`config.mk`:
```
export PLATFORM = sky130hd
export DESIGN_NAME = pipe_hazard_ctrl
export DESIGN_NICKNAME = d
export VERILOG_FILES = /design/src/rtl/pipe_hazard_ctrl.sv
export SDC_FILE = /design/constraint.sdc
export NUM_CORES = 1
export LEC_CHECK = 0
export ABC_AREA = 0
export CORE_MARGIN = 8
export CORE_UTILIZATION = 25
export DETAILED_ROUTE_END_ITERATION = 10
export MAX_ROUTING_LAYER = met4
export PLACE_DENSITY = 0.63
export SLEW_MARGIN = 15
export SYNTH_ARGS = -nofsm -noshare
export SYNTH_HDL_FRONTEND = slang
export SYNTH_SLANG_ARGS = --single-unit
```
`constraint.sdc`:
```
create_clock -name clk -period 3.1 [get_ports clk]
set_input_delay 0.62 -clock clk [delete_from_list [all_inputs] [get_ports clk]]
set_output_delay 0.62 -clock clk [all_outputs]
set_load 0.02 [all_outputs]
```
`src/rtl/pipe_hazard_ctrl.sv`:
```
// pipe_hazard_ctrl: stall/flush scheduler for the 5-stage MIPS pipeline.
// Handles the PC and IF/ID/ID-EX sequencing, load-use hazards, taken-branch
// squashing and tracking of the multi-cycle multiply/divide unit.
// Optional build macro STALL_CNT_EN adds a saturating stall-cycle counter
// (StallClr input, StallCount output).
module pipe_hazard_ctrl #(
    parameter int MUL_LAT = 4,
    parameter int DIV_LAT = 32,
    parameter int CNT_W   = 6
) (
    input  logic       clk,
    input  logic       rst,
    input  logic [4:0] IF_ID_Rs,
    input  logic [4:0] IF_ID_Rt,
    input  logic       IF_ID_UsesRt,
    input  logic [4:0] ID_EX_Rt,
    input  logic       ID_EX_MemRead,
    input  logic       EX_BranchTaken,
    input  logic       ID_MdStart,
    input  logic       ID_MdDiv,
    input  logic       ID_MdRead,
`ifdef STALL_CNT_EN
    input  logic        StallClr,
    output logic [15:0] StallCount,
`endif
    output logic       PCWrite,
    output logic       IF_ID_Write,
    output logic       IF_ID_Flush,
    output logic       ID_EX_Bubble,
    output logic       MdGo,
    output logic       MdBusy
);

    // Counter preload values: the unit stays busy for exactly LAT cycles,
    // counting LAT-1 down to 0.
    localparam logic [CNT_W-1:0] MulInit = CNT_W'(MUL_LAT - 1);
    localparam logic [CNT_W-1:0] DivInit = CNT_W'(DIV_LAT - 1);

    typedef enum logic {
        RUN     = 1'b0,
        MD_BUSY = 1'b1
    } state_e;

    state_e           state_q, state_d;
    logic [CNT_W-1:0] cnt_q, cnt_d;

    logic loadUse;
    logic mdHazard;
    logic launch;

    // An ID source matching a pending load destination (never $zero) must wait;
    // so must any instruction needing HI/LO or the unit while it is busy.
    assign loadUse  = ID_EX_MemRead && (ID_EX_Rt != 5'd0) &&
                      ((ID_EX_Rt == IF_ID_Rs) || (IF_ID_UsesRt && (ID_EX_Rt == IF_ID_Rt)));
    assign mdHazard = (state_q == MD_BUSY) && (ID_MdStart || ID_MdRead);
    assign launch   = !EX_BranchTaken && !loadUse && !mdHazard &&
                      (state_q == RUN) && ID_MdStart;

    // State register; reset drops any in-flight mul/div tracking at once.
    always_ff @(posedge clk or negedge rst) begin
        if (!rst) begin
            state_q <= RUN;
            cnt_q   <= '0;
        end else begin
            state_q <= state_d;
            cnt_q   <= cnt_d;
        end
    end

    // Next state: launch loads the latency counter, busy counts down to zero
    // regardless of branches or stalls in the front of the pipe.
    always_comb begin
        state_d = state_q;
        cnt_d   = cnt_q;
        case (state_q)
            RUN: begin
                if (launch) begin
                    state_d = MD_BUSY;
                    cnt_d   = ID_MdDiv ? DivInit : MulInit;
                end
            end
            MD_BUSY: begin
                if (cnt_q == '0) begin
                    state_d = RUN;
                end else begin
                    cnt_d = cnt_q - 1'b1;
                end
            end
            default: begin
                state_d = RUN;
                cnt_d   = '0;
            end
        endcase
    end

    // Pipeline control outputs: reset freezes and flushes, then a taken branch
    // beats any stall, a stall beats a launch.
    always_comb begin
        PCWrite      = 1'b1;
        IF_ID_Write  = 1'b1;
        IF_ID_Flush  = 1'b0;
        ID_EX_Bubble = 1'b0;
        MdGo         = 1'b0;
        MdBusy       = (state_q == MD_BUSY);
        if (!rst) begin
            PCWrite      = 1'b0;
            IF_ID_Write  = 1'b0;
            IF_ID_Flush  = 1'b1;
            ID_EX_Bubble = 1'b1;
            MdBusy       = 1'b0;
        end else if (EX_BranchTaken) begin
            IF_ID_Flush  = 1'b1;
            ID_EX_Bubble = 1'b1;
        end else if (loadUse || mdHazard) begin
            PCWrite      = 1'b0;
            IF_ID_Write  = 1'b0;
            ID_EX_Bubble = 1'b1;
        end else if (launch) begin
            MdGo = 1'b1;
        end
    end

`ifdef STALL_CNT_EN
    logic [15:0] stallCnt_q, stallCnt_d;

    // Stall-cycle counter: clear wins over counting, and it sticks at all-ones.
    always_comb begin
        stallCnt_d = stallCnt_q;
        if (StallClr) begin
            stallCnt_d = '0;
        end else if (!PCWrite && (stallCnt_q != 16'hFFFF)) begin
            stallCnt_d = stallCnt_q + 16'd1;
        end
    end

    // Stall-cycle counter register.
    always_ff @(posedge clk or negedge rst) begin
        if (!rst) begin
            stallCnt_q <= '0;
        end else begin
            stallCnt_q <= stallCnt_d;
        end
    end

    assign StallCount = stallCnt_q;
`endif

endmodule

```
# Yosys cells after proc, flatten, opt, wreduce, memory -nomap -nowiden
# Cells that the tools add are included.
[totals]
regBits = 7
output_inout_bits = 6
word_cells = 44
[op_classes]
add_sub_neg = 1
eq_ne = 4
mux = 19
n_bitwise = 1
reduce_logical = 17
[ops]
columns = ["op", "n"]
rows = [
  ["1-bit 2-to-1 mux", 14],
  ["6-bit 2-to-1 mux", 2],
  ["6-bit one-hot mux with 2 select lines", 1],
  ["5-bit == test", 2],
  ["1-bit logical AND", 8],
  ["6-bit logical NOT", 1],
  ["6-bit by 1-bit subtractor with 6-bit output (second input constant)", 1],
  ["5-bit 2-to-1 mux", 1],
  ["5-bit nonzero test", 1],
  ["2-bit inequality test (second input constant)", 2],
  ["1-bit logical NOT", 3],
  ["1-bit logical OR", 3],
  ["1-bit one-hot mux with 2 select lines", 1],
  ["2-bit AND reduction", 1],
  ["1-bit NOT", 1],
]

# Depth between registers and ports, before layout
[depth]
ltp_word = 13
ltp_mapped = 7

# Worst setup path after synthesis
# Ideal clock, no wire load.
[synth_timing]
path_kind = "input to output"
startpoint = "input ID_EX_Rt[1]"
endpoint = "output PCWrite"
arrival_ps = 2318
required_time_ps = 2480
slack_ps = 162
path_stages = 5
path_buffers = 1
path_cell_list = "or4_1 > o21a_1 > and2_1 > o21ai_0 > buf_4"
[synth_via]
elab_chain_len = 8
[synth_rtl]
columns = ["item", "line", "text"]
rows = [
  ["start: declaration", "16", "input logic [4:0] ID_EX_Rt,"],
  ["5-bit == test", "54", "((ID_EX_Rt == IF_ID_Rs) || (IF_ID_UsesRt && (ID_EX_Rt == IF_ID_Rt)));"],
  ["1-bit logical AND", "54", ""],
  ["1-bit logical OR", "54", ""],
  ["1-bit logical AND (*)", "53", "assign loadUse = ID_EX_MemRead && (ID_EX_Rt != 5'd0) &&"],
  ["1-bit logical OR (*)", "114", "end else if (loadUse || mdHazard) begin"],
  ["1-bit 2-to-1 mux (*) (3 in series)", "--", ""],
  ["end: declaration", "26", "output logic PCWrite,"],
]
# Every way passes the cells marked *; elsewhere a longest branch is shown, timed or not.

# Final worst setup path
[layout_timing]
startpoint = "input ID_EX_Rt[2]"
endpoint = "output IF_ID_Write"
[layout_via]
elab_chain_len = 8
[layout_rtl]
columns = ["item", "line", "text"]
rows = [
  ["5-bit == test", "54", ""],
  ["1-bit logical AND", "54", ""],
  ["1-bit logical OR", "54", ""],
  ["1-bit logical AND (*)", "53", ""],
  ["1-bit logical OR (*)", "114", ""],
  ["1-bit 2-to-1 mux (*)", "114", ""],
  ["1-bit 2-to-1 mux (*)", "111", "end else if (EX_BranchTaken) begin"],
  ["1-bit 2-to-1 mux (*)", "105", "if (!rst) begin"],
  ["end: declaration", "27", "output logic IF_ID_Write,"],
]
# Marks and branches as above.

==> impl_summary.md <==
Synth
After synthesis, flip-flops and latches occupy a little over a quarter of the total area. The post-synthesis async set-or-reset flop share is between 90% and 100%. The largest total area in the synthesized netlist belongs to dfrtp_1.

The count of state elements after synthesis is 7. The instance count of the mapped netlist is 78. The average instance area after synthesis is between 8 and 9 sq um. Counting every net in the synthesized netlist gives ~100. The top-area cell type share of the netlist area is between 20% and 30%. The mapped netlist covers 643 sq um. The most used flip-flop cell after synthesis is dfrtp_1.

The number of unique standard cell types used by synthesis is 31. Yosys mapped a number of flops with a built-in enable equal to 0. The most repeated cell in the gate-level netlist after synthesis is xnor2_1. Ranked by instance count, the synthesized netlist is headed by xnor2_1, a21oi_1, dfrtp_1, o21ai_0.

The Yosys step of the flow raised 0 warnings. Sorting the synthesized cells by area gives the leading types as dfrtp_1, xnor2_1, a21oi_1.

Timing
The number of pins with negative max-slew slack in the final report is 0. The share of the cycle needed by the critical path after routing is between 90% and 100%. The number of endpoints with negative hold slack in the final report is 0. The final total negative setup slack is 0 ps. In this run the tightest slew margin relative to its limit is between 70% and 80%. Setup repair after global routing left no endpoint under its margin. The setup clock skew after layout is ~10 ps. The slew at the pin with the worst max-slew slack is around 440 ps.

The number of setup violations in the final report is 0. The worst path needs approximately 3000 ps of the cycle, external delays included. On the final layout, the worst hold slack is 510 ps. Static timing analysis puts the maximum clock frequency at about 330 MHz.

The setup slack after layout is around 110 ps.

Clock tree
After clock tree synthesis, the clock-pin slew on the worst setup and hold paths is 50 ps. The CTS H-tree depth is 1. CTS saw 7 sinks. The maximum buffer depth of the clock tree is 2. The insertion delay of the later-clocked pin in the worst-skew pair is roughly 260 ps. The number of post-CTS setup repair buffers is 0. The TritonCTS clock tree is built. The total clock buffers created by CTS is 3.

The root buffer cell chosen for the clock tree is clkbuf_4.

Route
In the final routed layout, each cell accounts on average for between 10 and 15 um. The DRC violation count after routing is 0. Summing over every cut layer, the via total after detailed routing is 676.

In this run the remaining antenna-violating nets after routing total 0. The vias per cell is 4.69. The first detailed-routing pass took 3 iterations.

The DRC violation total after the first TritonRoute iteration is 77. The routed design has roughly 1.9 mm of wire.

Finish
The finished cells cover around 1000 sq um. At the end of the flow the core is filled with cells to between 40% and 50%. The share of cells above drive strength 1 is between 15 and 20%. After the last flow step, the layout net total stands at between 100 and 150. The relative area change from synthesis to final layout is 56.8%. The repair_antennas step left the layout with diodes totalling 0. The number of standard cells in the final layout excluding fillers is 144.

GRT
The number of antenna violations at the first check in global routing is 0. The total overflow reported by the global router is 0. The via count of the first global-routing pass is around 700. Entering global routing, the biggest net connects 14 pins. The global-route usage over all layers is 9.60%. The wire length of the first global-routing pass is roughly 3.2 mm.

Worst setup path
The start-to-end type of the worst setup path is input port to output pin. The launching element type of the critical path is an input port. The data arrival time of the critical path is approximately 2400 ps. The peak fanout along the critical path is 3.

The worst endpoint required time is ~2500 ps. The critical path endpoint category is an output pin.

Placement
The final HPWL from detailed placement is 1.59 mm. The pre-CTS worst setup slack is -356 ps. The count of input and output buffers is 28. The global placer's final weighted congestion is 0.772. In this run, placement finished with an instance count of between 100 and 150. The cell area after placement is between 900 and 1000 sq um.

Power
The largest voltage drop on the vdd net is 0.292 mV. The total power consumption of the routed design is about 0.69 mW. The design internal power is just under 0.4 mW. In this run the static leakage power is about 0.4 nW.

The net switching power of the design is between 0.2 and 0.3 mW. The part of the power in registers is between 30% and 40%. Combinational logic burns 56.6% of the power.

The switching part of the total power is a little over two fifths. The power share of the clock group is roughly 12%. Power spread over the standard cell area amounts to between 600 and 700 nW/um^2.

Die
The region available for standard cell placement spans ~2500 sq um. The vertical die dimension is approximately 67 um. The floorplan has 18 rows.

The width of the die is 66.7 um. The starting utilization of the core area is 26.2%. The die covers around 4500 sq um. Pin placement for this block handled 29 I/O pins.

Outcome
The run finished with clean final reports.

Job
The max-capacitance violation count is 0.

Min path
In this run the worst hold path is classified as register to register.
[timing repair]
action | CTS | global route
gates resized for setup | 11 | 3
setup endpoints to repair | 4 | 2
hold buffers | 0 | 0
[layout make-up]
class	instances	area, sq um
clock buffer	4	26.3
fill	254	1450
inverter	6	22.5
multi-input combinational	62	430
sequential	7	175
tap	30	37.5
timing repair buffer	35	317
[final timing paths]
| check | cells past startpoint | slack (ps) | endpoint | from |
|---|---|---|---|---|
| max | 6 | 110 | IF_ID_Write | ID_EX_Rt[2] |
| min | 1 | 510 | cnt_q[0] | cnt_q[0] |
| max reg2reg | 7 | 1060 | cnt_q[4] | cnt_q[0] |
| min reg2reg | 1 | 510 | cnt_q[0] | cnt_q[0] |
| max in group asynchronous | 2 | 2230 | cnt_q[4] | rst |
| min in group asynchronous | 2 | 730 | state_q | rst |
[power by group through the flow]
stage	registers (mW)	clock network, mW	logic [mW]
floorplan	0.185	0	0.311
global placement	0.212	0	0.392
detailed placement	0.213	0	0.401
CTS	0.212	0.0897	0.397
global route	0.224	0.0920	0.449
finish	0.215	0.0849	0.391
[layer usage]
layer	share of wire [%]	global-route usage (%)
met1	38	8.41
met2	56	17.9
met3	5.9	4.53
met4	0	2.40
met5	0	-
[sequential cells by signal, indices dropped and copies added, names as in the netlist]
| register | flops |
|---|---|
| state_q | 1 |
| cnt_q | 6 |
[cells by family (layout without fill, tap and decap cells)]
kind of cell / count (synthesis) / count (layout) / synth area share (%)
XOR/XNOR: 14 / 14 / 19.1
flip-flops: 7 / 7 / 27.2
AND/OR/NAND/NOR: 24 / 24 / 21.0
AO/OA/AOI/OAI: 23 / 23 / 24.9
buffers and inverters: 9 / 45 / 5.84
adder cells (fa/ha/maj): 1 / 1 / 1.95
[worst max-delay path: stages]
cell	delay (ps)
clkdlybuf4s50_1	460
or4_1	520
o21a_1	200
and2_1	150
o21ai_0	200
buf_2	200
[cell usage in the layout (no fill, tap or decap), types with 2 or more instances in the layout]
| master | n |
|---|---|
| clkdlybuf4s50_1 | 24 |
| inv_1 | 5 |
| a21oi_1 | 8 |
| xnor2_1 | 14 |
| nor2_1 | 4 |
| o21ai_0 | 6 |
| and2_1 | 2 |
| nand3_1 | 3 |
| nand4_1 | 2 |
| clkbuf_4 | 3 |
| buf_4 | 7 |
| dfrtp_1 | 7 |
| buf_2 | 2 |
| nand2_1 | 5 |
No activity file was read; power rests on OpenSTA's default activity.
